`config.mk`:
```
export PLATFORM = sky130hd
export DESIGN_NAME = shift_sub_divider
export DESIGN_NICKNAME = d
export VERILOG_FILES = /design/src/rtl/shift_sub_divider.sv
export SDC_FILE = /design/constraint.sdc
export NUM_CORES = 1
export LEC_CHECK = 0
export BUFFER_PORTS_ARGS = -buffer_cell sky130_fd_sc_hd__buf_2
export CORE_MARGIN = 2
export CORE_UTILIZATION = 50
export CTS_CLUSTER_SIZE = 12
export DETAILED_ROUTE_END_ITERATION = 6
export PLACE_DENSITY = 0.73
export SYNTH_ARGS = -nofsm -noshare
export SYNTH_HDL_FRONTEND = slang
export SYNTH_SLANG_ARGS = --single-unit
```
`constraint.sdc`:
```
create_clock -name clk -period 3.1 [get_ports clk]
set_clock_uncertainty 0.2 [all_clocks]
set_input_delay 0 -clock clk [delete_from_list [all_inputs] [get_ports clk]]
set_output_delay 0 -clock clk [all_outputs]
set_load 0.1 [all_outputs]
```
`src/rtl/shift_sub_divider.sv`:
```
// Unsigned restoring shift-subtract divider: 2N-bit dividend / N-bit divisor,
// one quotient bit per cycle, with overflow detection at request acceptance.
module shift_sub_divider #(
  parameter int unsigned N = 4
) (
  input  logic             clk,
  input  logic             rst_n,
  input  logic             start_i,
  input  logic [2*N-1:0]   dividend_i,
  input  logic [N-1:0]     divisor_i,
  output logic             busy_o,
  output logic             done_o,
  output logic             v_o,
  output logic [N-1:0]     quotient_o,
  output logic [N-1:0]     remainder_o
);

  localparam int unsigned CW = $clog2(N + 1);

  typedef enum logic {
    IDLE = 1'b0,
    RUN  = 1'b1
  } state_e;

  state_e          state_q, state_d;
  logic [2*N:0]    acc_q, acc_d;
  logic [N-1:0]    div_q, div_d;
  logic [CW-1:0]   cnt_q, cnt_d;
  logic            busy_q, busy_d;
  logic            done_q, done_d;
  logic            v_q, v_d;
  logic [N-1:0]    quo_q, quo_d;
  logic [N-1:0]    rem_q, rem_d;
  logic [2*N:0]    trial;
  logic            ovf;

  always_ff @(posedge clk or negedge rst_n) begin
    if (!rst_n) begin
      state_q <= IDLE;
      acc_q   <= '0;
      div_q   <= '0;
      cnt_q   <= '0;
      busy_q  <= 1'b0;
      done_q  <= 1'b0;
      v_q     <= 1'b0;
      quo_q   <= '0;
      rem_q   <= '0;
    end else begin
      state_q <= state_d;
      acc_q   <= acc_d;
      div_q   <= div_d;
      cnt_q   <= cnt_d;
      busy_q  <= busy_d;
      done_q  <= done_d;
      v_q     <= v_d;
      quo_q   <= quo_d;
      rem_q   <= rem_d;
    end
  end

  // The accumulator top bit is always 0 between iterations, so shifting the
  // whole register is identical to {acc[2N-1:0], 1'b0}.
  always_comb begin
    trial = acc_q << 1;
    if (trial[2*N:N] >= {1'b0, div_q}) begin
      trial[2*N:N] = trial[2*N:N] - {1'b0, div_q};
      trial[0]     = 1'b1;
    end
  end

  assign ovf = (dividend_i[2*N-1:N] >= divisor_i);

  always_comb begin
    state_d = state_q;
    acc_d   = acc_q;
    div_d   = div_q;
    cnt_d   = cnt_q;
    busy_d  = busy_q;
    done_d  = 1'b0;
    v_d     = v_q;
    quo_d   = quo_q;
    rem_d   = rem_q;
    unique case (state_q)
      IDLE: begin
        if (start_i) begin
          if (ovf) begin
            v_d    = 1'b1;
            quo_d  = '0;
            rem_d  = '0;
            done_d = 1'b1;
          end else begin
            acc_d   = {1'b0, dividend_i};
            div_d   = divisor_i;
            cnt_d   = '0;
            v_d     = 1'b0;
            busy_d  = 1'b1;
            state_d = RUN;
          end
        end
      end
      RUN: begin
        acc_d = trial;
        cnt_d = cnt_q + 1'b1;
        if (cnt_q == CW'(N - 1)) begin
          quo_d   = trial[N-1:0];
          rem_d   = trial[2*N-1:N];
          done_d  = 1'b1;
          busy_d  = 1'b0;
          state_d = IDLE;
        end
      end
      default: state_d = IDLE;
    endcase
  end

  assign busy_o      = busy_q;
  assign done_o      = done_q;
  assign v_o         = v_q;
  assign quotient_o  = quo_q;
  assign remainder_o = rem_q;

endmodule

```
=== Yosys cells after proc, flatten, opt, wreduce, memory -nomap -nowiden ===
Index checks and enable logic that the tools add are counted.

* $lt $le $gt $ge: 2
* Shift operators: 0
* Equality and inequality tests: 5
* Bitwise logic cells: 2
* Divide/modulo/power cells: 0
* $mul: 0
* Add/sub/neg operators: 2
* Reductions and logical operators: 5
* Multiplexer cells: 26

{| class="wikitable"
|+ Operators by type and width
! cell !! number
|-
| $mux 4 || 5
|-
| $mux 8 || 2
|-
| $pmux 4 s2 || 2
|-
| $pmux 8 s2 || 1
|-
| $mux 1 || 10
|-
| $reduce_and 3->1 || 3
|-
| $mux 3 || 2
|-
| $ne 2x2->1 const B || 3
|-
| $pmux 1 s2 || 3
|-
| $pmux 3 s2 || 1
|-
| $ge 5x4->1 || 1
|-
| $ge 4x4->1 || 1
|-
| $reduce_and 2->1 || 2
|-
| $sub 4x4->4 || 1
|-
| $add 3x1->3 const B || 1
|-
| $eq 3x2->1 const B || 1
|-
| $ne 2x1->1 const B || 1
|-
| $not 1->1 || 2
|}

* Output and inout bits: 11
* Bits in read-only memories: 0
* Memories: 0
* Bits in writable memories: 0
* Bits in latches: 0
* Register bits after elaboration: 27

=== Longest topological paths before layout ===
Gate-level depths: netlist (run 1).

* Depth in word-level cells: 4
* Mapped depth: 8

=== Worst setup path after synthesis (run 1) ===
OpenSTA, ideal clock, no wires.

* Path type: register to register
* From: register acc_q[3]
* To: register rem_q[2] (netlist: remainder_o[2])
* Required time: 2.775 ns
* Clock period less this slack: 1.897 ns
* Setup time: 0.125 ns
* Setup slack: 1.203 ns
* Cell stages (with the launch flop): 9
* Arrival: 1.571 ns
* Path through: dfrtp_1 > inv_1 > ha_1 > inv_1 > fa_1 > xnor2_1 > o21ai_0 > o311a_1 > mux2_2

* Word-level cells in the longest chain between the ends: 4

{| class="wikitable"
|+ Ends and longest elaborated chain
! item !! RTL line !! source
|-
| start, declared || 26 || <nowiki>logic [2*N:0] acc_q, acc_d;</nowiki>
|-
| start signal, assigned || 40 || <nowiki>acc_q <= '0;</nowiki>
|-
| start signal, assigned || 50 || <nowiki>acc_q <= acc_d;</nowiki>
|-
| $sub 4x4->4 or $ge 5x4->1 (tied branches) || 66, 65 ||
|-
| $mux 4 * || 65 || <nowiki>if (trial[2*N:N] >= {1'b0, div_q}) begin</nowiki>
|-
| $mux 4 * || 104 || <nowiki>if (cnt_q == CW'(N - 1)) begin</nowiki>
|-
| $pmux 4 s2 * || 83 || <nowiki>unique case (state_q)</nowiki>
|-
| end signal, assigned || 57 || <nowiki>rem_q <= rem_d;</nowiki>
|-
| end, declared || 33 || <nowiki>logic [N-1:0] rem_q, rem_d;</nowiki>
|}

Every way passes the cells marked *; elsewhere a longest branch is shown, timed or not. The select of a mux whose other input is x is not followed.
A chain may end at the register's enable or synchronous reset.

=== Worst setup path after layout (run 1) ===
* From: input port dividend_i[4]
* To: register acc_q[5]

* Word-level cells in the longest chain between the ends: 3

{| class="wikitable"
|+ Ends and longest elaborated chain
! item !! RTL line !! source
|-
| start, declared || 9 || <nowiki>input logic [2*N-1:0] dividend_i,</nowiki>
|-
| $ge 4x4->1 || 71 || <nowiki>assign ovf = (dividend_i[2*N-1:N] >= divisor_i);</nowiki>
|-
| $ne 2x2->1 (no source line) || -- ||
|-
| $reduce_and 2->1 (no source line) || -- ||
|}

No other way between the ends.

==> impl_metrics.toml, run 1 <==
[status]
outcome = "complete, no violations"

[sta]
hold_viol_final = 0
setup_viol = 0
period_minus_slack_ps = 2930
period_share_pct = 94.5
setup_tns_ps = 0
maxSlewHeadroom_pct = 54.6
slew_viol_final = 0
worst_pin_slew_ps = 678
fin_ws_ps = 169
rsz0062_at_grt = "no"
timing.fmax_ghz = 0.341

[finish]
layout.cells.non_filler = 218
final_cell_mix = "27 x dfrtp_1, 25 x buf_2, 21 x inv_1, 19 x dlygate4sd3_1, 14 x nand2_1"
fill_cells = 223
layout_commonest_cell = "dfrtp_1"
layout-drive-gt1-share_pct = 21.4
areaGrowthSynthToFinish_pct = 27.2
n_antenna_cell = 0
fin_nets = 214

[hold_path]
worstHoldStart = "divisor_i[0]"
hold_depth = 3
hold_class = "in2reg"
whs_endpoint = "div_q[0]"

[route]
drtIter0Drc = 17
avgRoutedWirePerCell_um = 13.9
via_count = 1158
wl_um = 3040
via_per_inst = 5.31
postRouteAntennaNets = 0
firstDrtPassIters = 4
drc = 0

[logic_synthesis]
yosysTopAreaCell = "dfrtp_1"
synth_area_leaders = "dfrtp_1 47%, ha_1 8.7%, mux2i_1 5.6%, inv_1 5.5%, o21ai_0 4.5%"
yosys_register_bits = 27
synth-seq-area-share_pct = 47.2
syn_avg_cell_area_um2 = 10.2
syn-cell-area_mm2 = 0.00143
netlist.area_leader.share_pct = 47.2
synth_nets = 167
synthCells = 141
synth_cell_types = 30
yosysWarningCount = 0

[worst_setup_path]
r2r-start = "acc_q[5]"
reg2reg_to = "remainder_o[0]"
critPathLaunchType = "primary input"
endpoint_kind = "register"
path_max_fanout = 13
r2r_setup_slack_ps = 990
path_class = "in2reg"
cp.required_ps = 3140
r2r_cells = 6
crit_arrival_ps = 2970

[placed_design]
place.gp.congestion = 0.758
dp_hpwl_um = 2150
place_inst = 194
portBuffers = 25
pre_cts_ws_ps = 798

[die]
die_width_um = 57.5
chipHeight_um = 57.5
io_pins = 26
rows = 19
die_area_mm2 = 0.00331
start_util_pct = 52.4
core-area_mm2 = 0.00273

[clock_tree]
cts_tree = "built"
cts_setup_buffers = 0
root_buffer = "clkbuf_4"
clockBufferDepth = 2
cts_resized = 0
cts_made_buffers = 3
clk-insertion-delay-late_ps = 340
cts-hold-fix-buffers = 20
cts-htree-levels = 1
clkSinkCount = 27
cts.clk_slew.worst_paths_ps = 160

[flow_run]
drv_cap = 0

[global_routing]
grt_overflow_total = 0
grt_pass1_vias = 1202
grt_max_degree = 28
grt_pass1_wl_um = 5290
antenna_found_initial = 0
track_usage_pct = 20.7
-- per-stage QoR --
| step | hold slack, ps | area [um2] | util, % |
|---|---|---|---|
| 6_report | 251 | 1820 | 66.6 |
| 5_1_grt | 256 | 1820 | 66.6 |
| 4_1_cts | 240 | 1820 | 66.6 |
| 3_5_place_dp | -162 | 1580 | 57.8 |
| 3_3_place_gp | -173 | 1580 | 57.8 |
| 2_1_floorplan | -496 | 1430 | - |
-- cell families after synthesis --
kind of cell | synth area share (%)
xor gates and xnor gates | 0.612
and+or+nand+nor | 9.70
buffers and inverters | 7.43
DFF | 47.2
adders and majority gates | 10.1
AOI/OAI and AO/OA | 15.1
muxes | 9.79
-- cell usage after synthesis --
cell type and instances:
dfrtp_1 27, inv_1 21, nand2_1 14, o21ai_0 13, ha_1 10, mux2i_1 8, nor2_1 7, a21oi_1 6
mux2_2 4, a211o_1 3, nand3_1 3, o22ai_1 3, clkbuf_1 2, nor3_1 2, o21ai_1 2, o32a_1 2
a211oi_4 1, a21boi_0 1, buf_2 1, buf_6 1, clkinv_1 1, fa_1 1, mux2_4 1, nand2b_1 1
nand2b_4 1, nand4_1 1, o21ai_2 1, o311a_1 1, or3b_2 1, xnor2_1 1
-- worst max-delay path: stages --
cell and delay, ps:
dlygate4sd3_1 530, buf_2 120, inv_1 40, ha_1 280, nand2b_4 130, a211o_1 350, a211oi_4 620, mux2i_1 260
dlygate4sd3_1 560, mux2i_1 60
-- per-layer routing --
layer  GRT usage [%]  wire (um)  vias up
met3            1.59        120        8
met2            35.4       1470       35
met1            27.1       1390      544
met5               0          0        -
li1                -          -      571
met4            8.64         57        0
-- worst max-delay path by stage --
stage / cells after the start / slack (ps) / startpoint / endpoint
CTS: 10 / 230 / dividend_i[4] / acc_q[1]
finish: 10 / 170 / dividend_i[4] / acc_q[5]
global route: 10 / 100 / dividend_i[4] / acc_q[2]
floorplan: 8 / 1200 / acc_q[3] / remainder_o[2]
global placement: 8 / 900 / dividend_i[4] / acc_q[0]
detailed placement: 8 / 800 / dividend_i[4] / acc_q[0]
-- registers in the layout, summed over array words and instances (netlist names) --
register     count
remainder_o      4
done_o           1
state_q          1
quotient_o       4
v_o              1
acc_q            8
cnt_q            3
busy_o           1
div_q            4
-- layout make-up --
type	count	area, um2	share of cell area [%]
clock buffers	3	22.5	1.24
clock inverters	1	8.76	0.481
inverters	22	82.6	4.54
multi-input cells	88	649	35.7
flip-flops and latches	27	676	37.1
well taps	31	38.8	2.13
repair buffers	46	343	18.8
Power of run 1 is not shown: default switching activity piles up to over one toggle a cycle in this logic, so the estimate is an artifact.
==> run 2: changes to the inputs <==
--- a/config.mk
+++ b/config.mk
@@ -8,8 +8,7 @@
 export BUFFER_PORTS_ARGS = -buffer_cell sky130_fd_sc_hd__buf_2
 export CORE_MARGIN = 2
-export CORE_UTILIZATION = 50
+export CORE_UTILIZATION = 35
 export CTS_CLUSTER_SIZE = 12
 export DETAILED_ROUTE_END_ITERATION = 6
-export PLACE_DENSITY = 0.73
 export SYNTH_ARGS = -nofsm -noshare
 export SYNTH_HDL_FRONTEND = slang
--- a/constraint.sdc
+++ b/constraint.sdc
@@ -3,3 +3,3 @@
 set_input_delay 0 -clock clk [delete_from_list [all_inputs] [get_ports clk]]
 set_output_delay 0 -clock clk [all_outputs]
-set_load 0.1 [all_outputs]
+set_load 0.01 [all_outputs]
==> impl_metrics.toml, run 2 (synthesized netlist as in run 1, its figures left out) <==
[finish]
layout_commonest_cell = "dfrtp_1"
layout.cells.non_filler = 231
regMostFlops = "acc_q"
layout-drive-gt1-share_pct = 21.5
n_antenna_cell = 0
fin_nets = 208
areaGrowthSynthToFinish_pct = 25.3
final_cell_mix = "27 x dfrtp_1, 25 x buf_2, 21 x inv_1, 14 x nand2_1, 14 x dlygate4sd3_1"
stdcell_area_mm2 = 0.00179
largest_reg_flops = 8

[worst_setup_path]
path_class = "in2reg"
cp.required_ps = 3070
crit_arrival_ps = 2470
path_max_fanout = 13
crit_top_cell = "a211o_1"
path_cells = "dlygate4sd3_1 > buf_2 > inv_1 > ha_1 > nand2b_4 > a211o_1 > a211oi_4 > nor2_1 > a211o_1"
slowest_delay_ps = 620
endpoint_kind = "register"
cp_slowest_cell = "a211oi_4"
critPathLaunchType = "primary input"

[flow_run]
drv_cap = 0

[placed_design]
dp_hpwl_um = 2230
place.gp.congestion = 0.761
pre_cts_ws_ps = 829
placedInstanceArea_mm2 = 0.00160
portBuffers = 25
place_inst = 213

[sta]
period_share_pct = 80.7
setup_tns_ps = 0
hold_viol_final = 0
timing.fmax_ghz = 0.400
period_minus_slack_ps = 2500
setup_viol = 0
fin_ws_ps = 597
maxSlewHeadroom_pct = 55.2
rsz0062_at_grt = "no"
worst_pin_slew_ps = 670
slew_viol_final = 0
hold_slack_ps = 48.8

[clock_tree]
cts_resized = 0
cts.clk_slew.worst_paths_ps = 100
cts_made_buffers = 3
cts-htree-levels = 1
cts_tree = "built"
clkSinkCount = 27
cts-hold-fix-buffers = 14
cts_setup_buffers = 0
root_buffer = "clkbuf_8"
clockBufferDepth = 2
clk-insertion-delay-late_ps = 270

[global_routing]
grt_pass1_vias = 1093
grt_overflow_total = 0
gr-max-usage-layer = "met2"
met2_usage_pct = 22.1
grt_util_met3_pct = 2.14
track_usage_pct = 13.9
grt_max_degree = 28
grt_pass1_wl_um = 4840
antenna_found_initial = 0
grt_util_met1_pct = 18.9

[die]
chipHeight_um = 68.0
rows = 23
start_util_pct = 36.0
io_pins = 26
die_width_um = 68.0
core-area_mm2 = 0.00397
die_area_mm2 = 0.00462

[route]
via_count = 1136
drtIter0Drc = 52
drc = 0
avgRoutedWirePerCell_um = 12.6
postRouteAntennaNets = 0
wl_um = 2910
via_per_inst = 4.92
firstDrtPassIters = 4

[power]
p_leak_uw = 0.000888
power_density_mw_per_mm2 = 990
ir_drop_uv = 276

[hold_path]
hold_class = "in2async"

[status]
outcome = "complete, no violations"
## run 2: worst paths after layout
kind                                    start             end  slack (ps)  cells after the start
worst max-delay path            dividend_i[4]        acc_q[0]         600                      9
worst min-delay path                    rst_n   quotient_o[2]          50                      2
max in group asynchronous               rst_n  remainder_o[0]        2260                      2
min in group clk                       busy_o          busy_o         280                      2
worst min register to register         busy_o          busy_o         280                      2
worst max register to register       acc_q[5]        acc_q[4]         970                      6
## run 2: routing by layer
metal  vias up  share of wire (%)
li1        561                  -
met1       541                 48
met2        28                 46
met3         6                4.1
met4         0                1.9
met5         -                  0
## run 2: final cells by class
cell class,count,area (um2)
Sequential cell,27,676
Clock buffer,3,41.3
Tap cell,50,62.6
Fill cell,388,2180
Inverter,22,82.6
Timing Repair Buffer,40,273
Multi-Input combinational cell,88,649
Clock inverter,1,8.76
## run 2: power by group
group          switching [uW]  leakage (uW)  total, uW  internal (uW)
Clock                     116     0.0000261        211           94.3
Combinational             503      0.000536        931            427
Sequential                102      0.000325        634            532
## run 2: critical path: cells and delay by family
family	cells	cell delay (ps)
and+or+nand+nor	2	250
AOI/OAI and AO/OA	3	1280
buffers and inverters	3	670
adders and majority gates	1	280
## run 2: per-stage QoR
| stage | power [uW] | util, % |
|---|---|---|
| floorplan | 1300 | - |
| global placement | 1520 | 40.4 |
| detailed placement | 1560 | 40.4 |
| CTS | 1790 | 45.1 |
| global route | 1930 | 45.1 |
| finish | 1780 | 45.1 |
Power figures use the tool's default switching activity.
==> run 3: changes to the inputs <==
clock period = 2.2 ns   (was 3.1 ns; I/O delays follow)
==> impl_metrics.toml, run 3 (synthesized netlist as in run 1, its figures left out) <==
[status]
outcome = "complete, no violations"

[die]
die_width_um = 68.0
core-area_mm2 = 0.00397
rows = 23
die_area_mm2 = 0.00462
chipHeight_um = 68.0
start_util_pct = 36.0
io_pins = 26

[sta]
hold_slack_ps = 16.2
period_share_pct = 93.3
timing.fmax_ghz = 0.487
worst_pin_slew_ps = 604
fin_ws_ps = 146
setup_viol = 0
period_minus_slack_ps = 2050
maxSlewHeadroom_pct = 59.8
hold_viol_final = 0
slew_viol_final = 0

[global_routing]
antenna_found_initial = 0
grt_pass1_vias = 1131
grt_overflow_total = 0
grt_pass1_wl_um = 5170
track_usage_pct = 14.7
grt_max_degree = 28

[finish]
utilization_pct = 46.8
layout_commonest_cell = "dfrtp_1"
fin_nets = 213
layout-drive-gt1-share_pct = 23.7
largest_reg_flops = 8
final_cell_mix = "27 x dfrtp_1, 23 x buf_2, 20 x inv_1, 14 x nand2_1"
n_antenna_cell = 0
regMostFlops = "acc_q"
areaGrowthSynthToFinish_pct = 30.0

[worst_setup_path]
path_cells = "dlygate4sd3_1 > buf_2 > ha_1 > a211o_1 > a211oi_4 > buf_4 > nor2_1 > a211o_1"
r2r-start = "acc_q[3]"
cp_slowest_cell = "dlygate4sd3_1"
critPathLaunchType = "primary input"
startpoint = "dividend_i[6]"
path_class = "in2reg"
crit_buf_inv = 3
r2r_setup_slack_ps = 170
endpoint_kind = "register"
crit_arrival_ps = 2010
cp.required_ps = 2150
critical_path.top_delay_family = "compound AO/OA/AOI/OAI gates"
path_max_fanout = 5
slowest_delay_ps = 520
crit_top_cell = "a211o_1"

[power]
clock_power_share_pct = 10.8
ir_drop_uv = 405
p_comb_share_pct = 53.9
internal_power_uw = 1520
p_seq_share_pct = 35.3
power_density_mw_per_mm2 = 1360
netSwitchingFraction_pct = 40.1
p_leak_uw = 0.000933
p_switching_uw = 1020

[placed_design]
place.gp.congestion = 0.825
pre_cts_ws_ps = 110
portBuffers = 25
dp_hpwl_um = 2330

[clock_tree]
clockBufferDepth = 2
cts_made_buffers = 3
clk-insertion-delay-late_ps = 270
cts-htree-levels = 1
cts_tree = "built"
root_buffer = "clkbuf_8"
cts.clk_slew.worst_paths_ps = 90
clkSinkCount = 27

[route]
postRouteAntennaNets = 0
avgRoutedWirePerCell_um = 12.7
via_per_inst = 4.86
drc = 0
wl_um = 3000
firstDrtPassIters = 5
via_count = 1146
drtIter0Drc = 49

[hold_path]
worstHoldStart = "dividend_i[5]"
hold_class = "in2reg"

[flow_run]
drv_cap = 0
[run 3: layer usage]
metal,wire (um),global-route usage (%),up-vias
met1,1450,19.6,548
met3,95,1.97,2
li1,-,-,571
met4,34,5.75,0
met2,1430,24.2,25
met5,0,0,-
[run 3: final cells by class]
| class | instances | area (um2) |
|---|---|---|
| Sequential cell | 27 | 676 |
| Multi-Input combinational cell | 88 | 652 |
| Clock buffer | 4 | 45.0 |
| Fill cell | 406 | 2110 |
| Tap cell | 50 | 62.6 |
| Timing Repair Buffer | 45 | 343 |
| Inverter | 22 | 82.6 |
[run 3: timing repair]
item | CTS | global route
setup buffers | 0 | 2
hold endpoints to repair | 43 | 1
hold buffers | 14 | 1
resized for setup | 0 | 6
setup endpoints to repair | 0 | 7
[run 3: power groups by stage]
stage	Combinational, uW	Sequential (uW)	Clock (uW)
after global routing	1550	930	306
final	1370	895	274
after detailed placement	1320	908	0
after CTS	1340	898	290
after floorplan	915	923	0
after global placement	1280	898	0
[run 3: worst paths after layout]
kind                                   to  depth (start not counted)
min in group asynchronous          done_o                          2
hold / removal                   acc_q[5]                          3
setup / recovery                 acc_q[0]                          8
max in group asynchronous        acc_q[2]                          2
setup reg to reg           remainder_o[2]                          8
hold reg to reg                    busy_o                          2
[run 3: through the flow]
step	std cells	setup TNS (ps)	cell area [um2]	power (uW)
2_1_floorplan	141	0	1430	1840
3_3_place_gp	217	0	1630	2170
3_5_place_dp	217	0	1630	2220
4_1_cts	235	0	1820	2530
5_1_grt	236	-0.401	1860	2780
6_report	236	0	1860	2530
[run 3: tightest hold or removal path, stage by stage]
cell            delay (ps)
dlymetal6s4s_1         210
mux2i_1                 90
mux2i_1                130
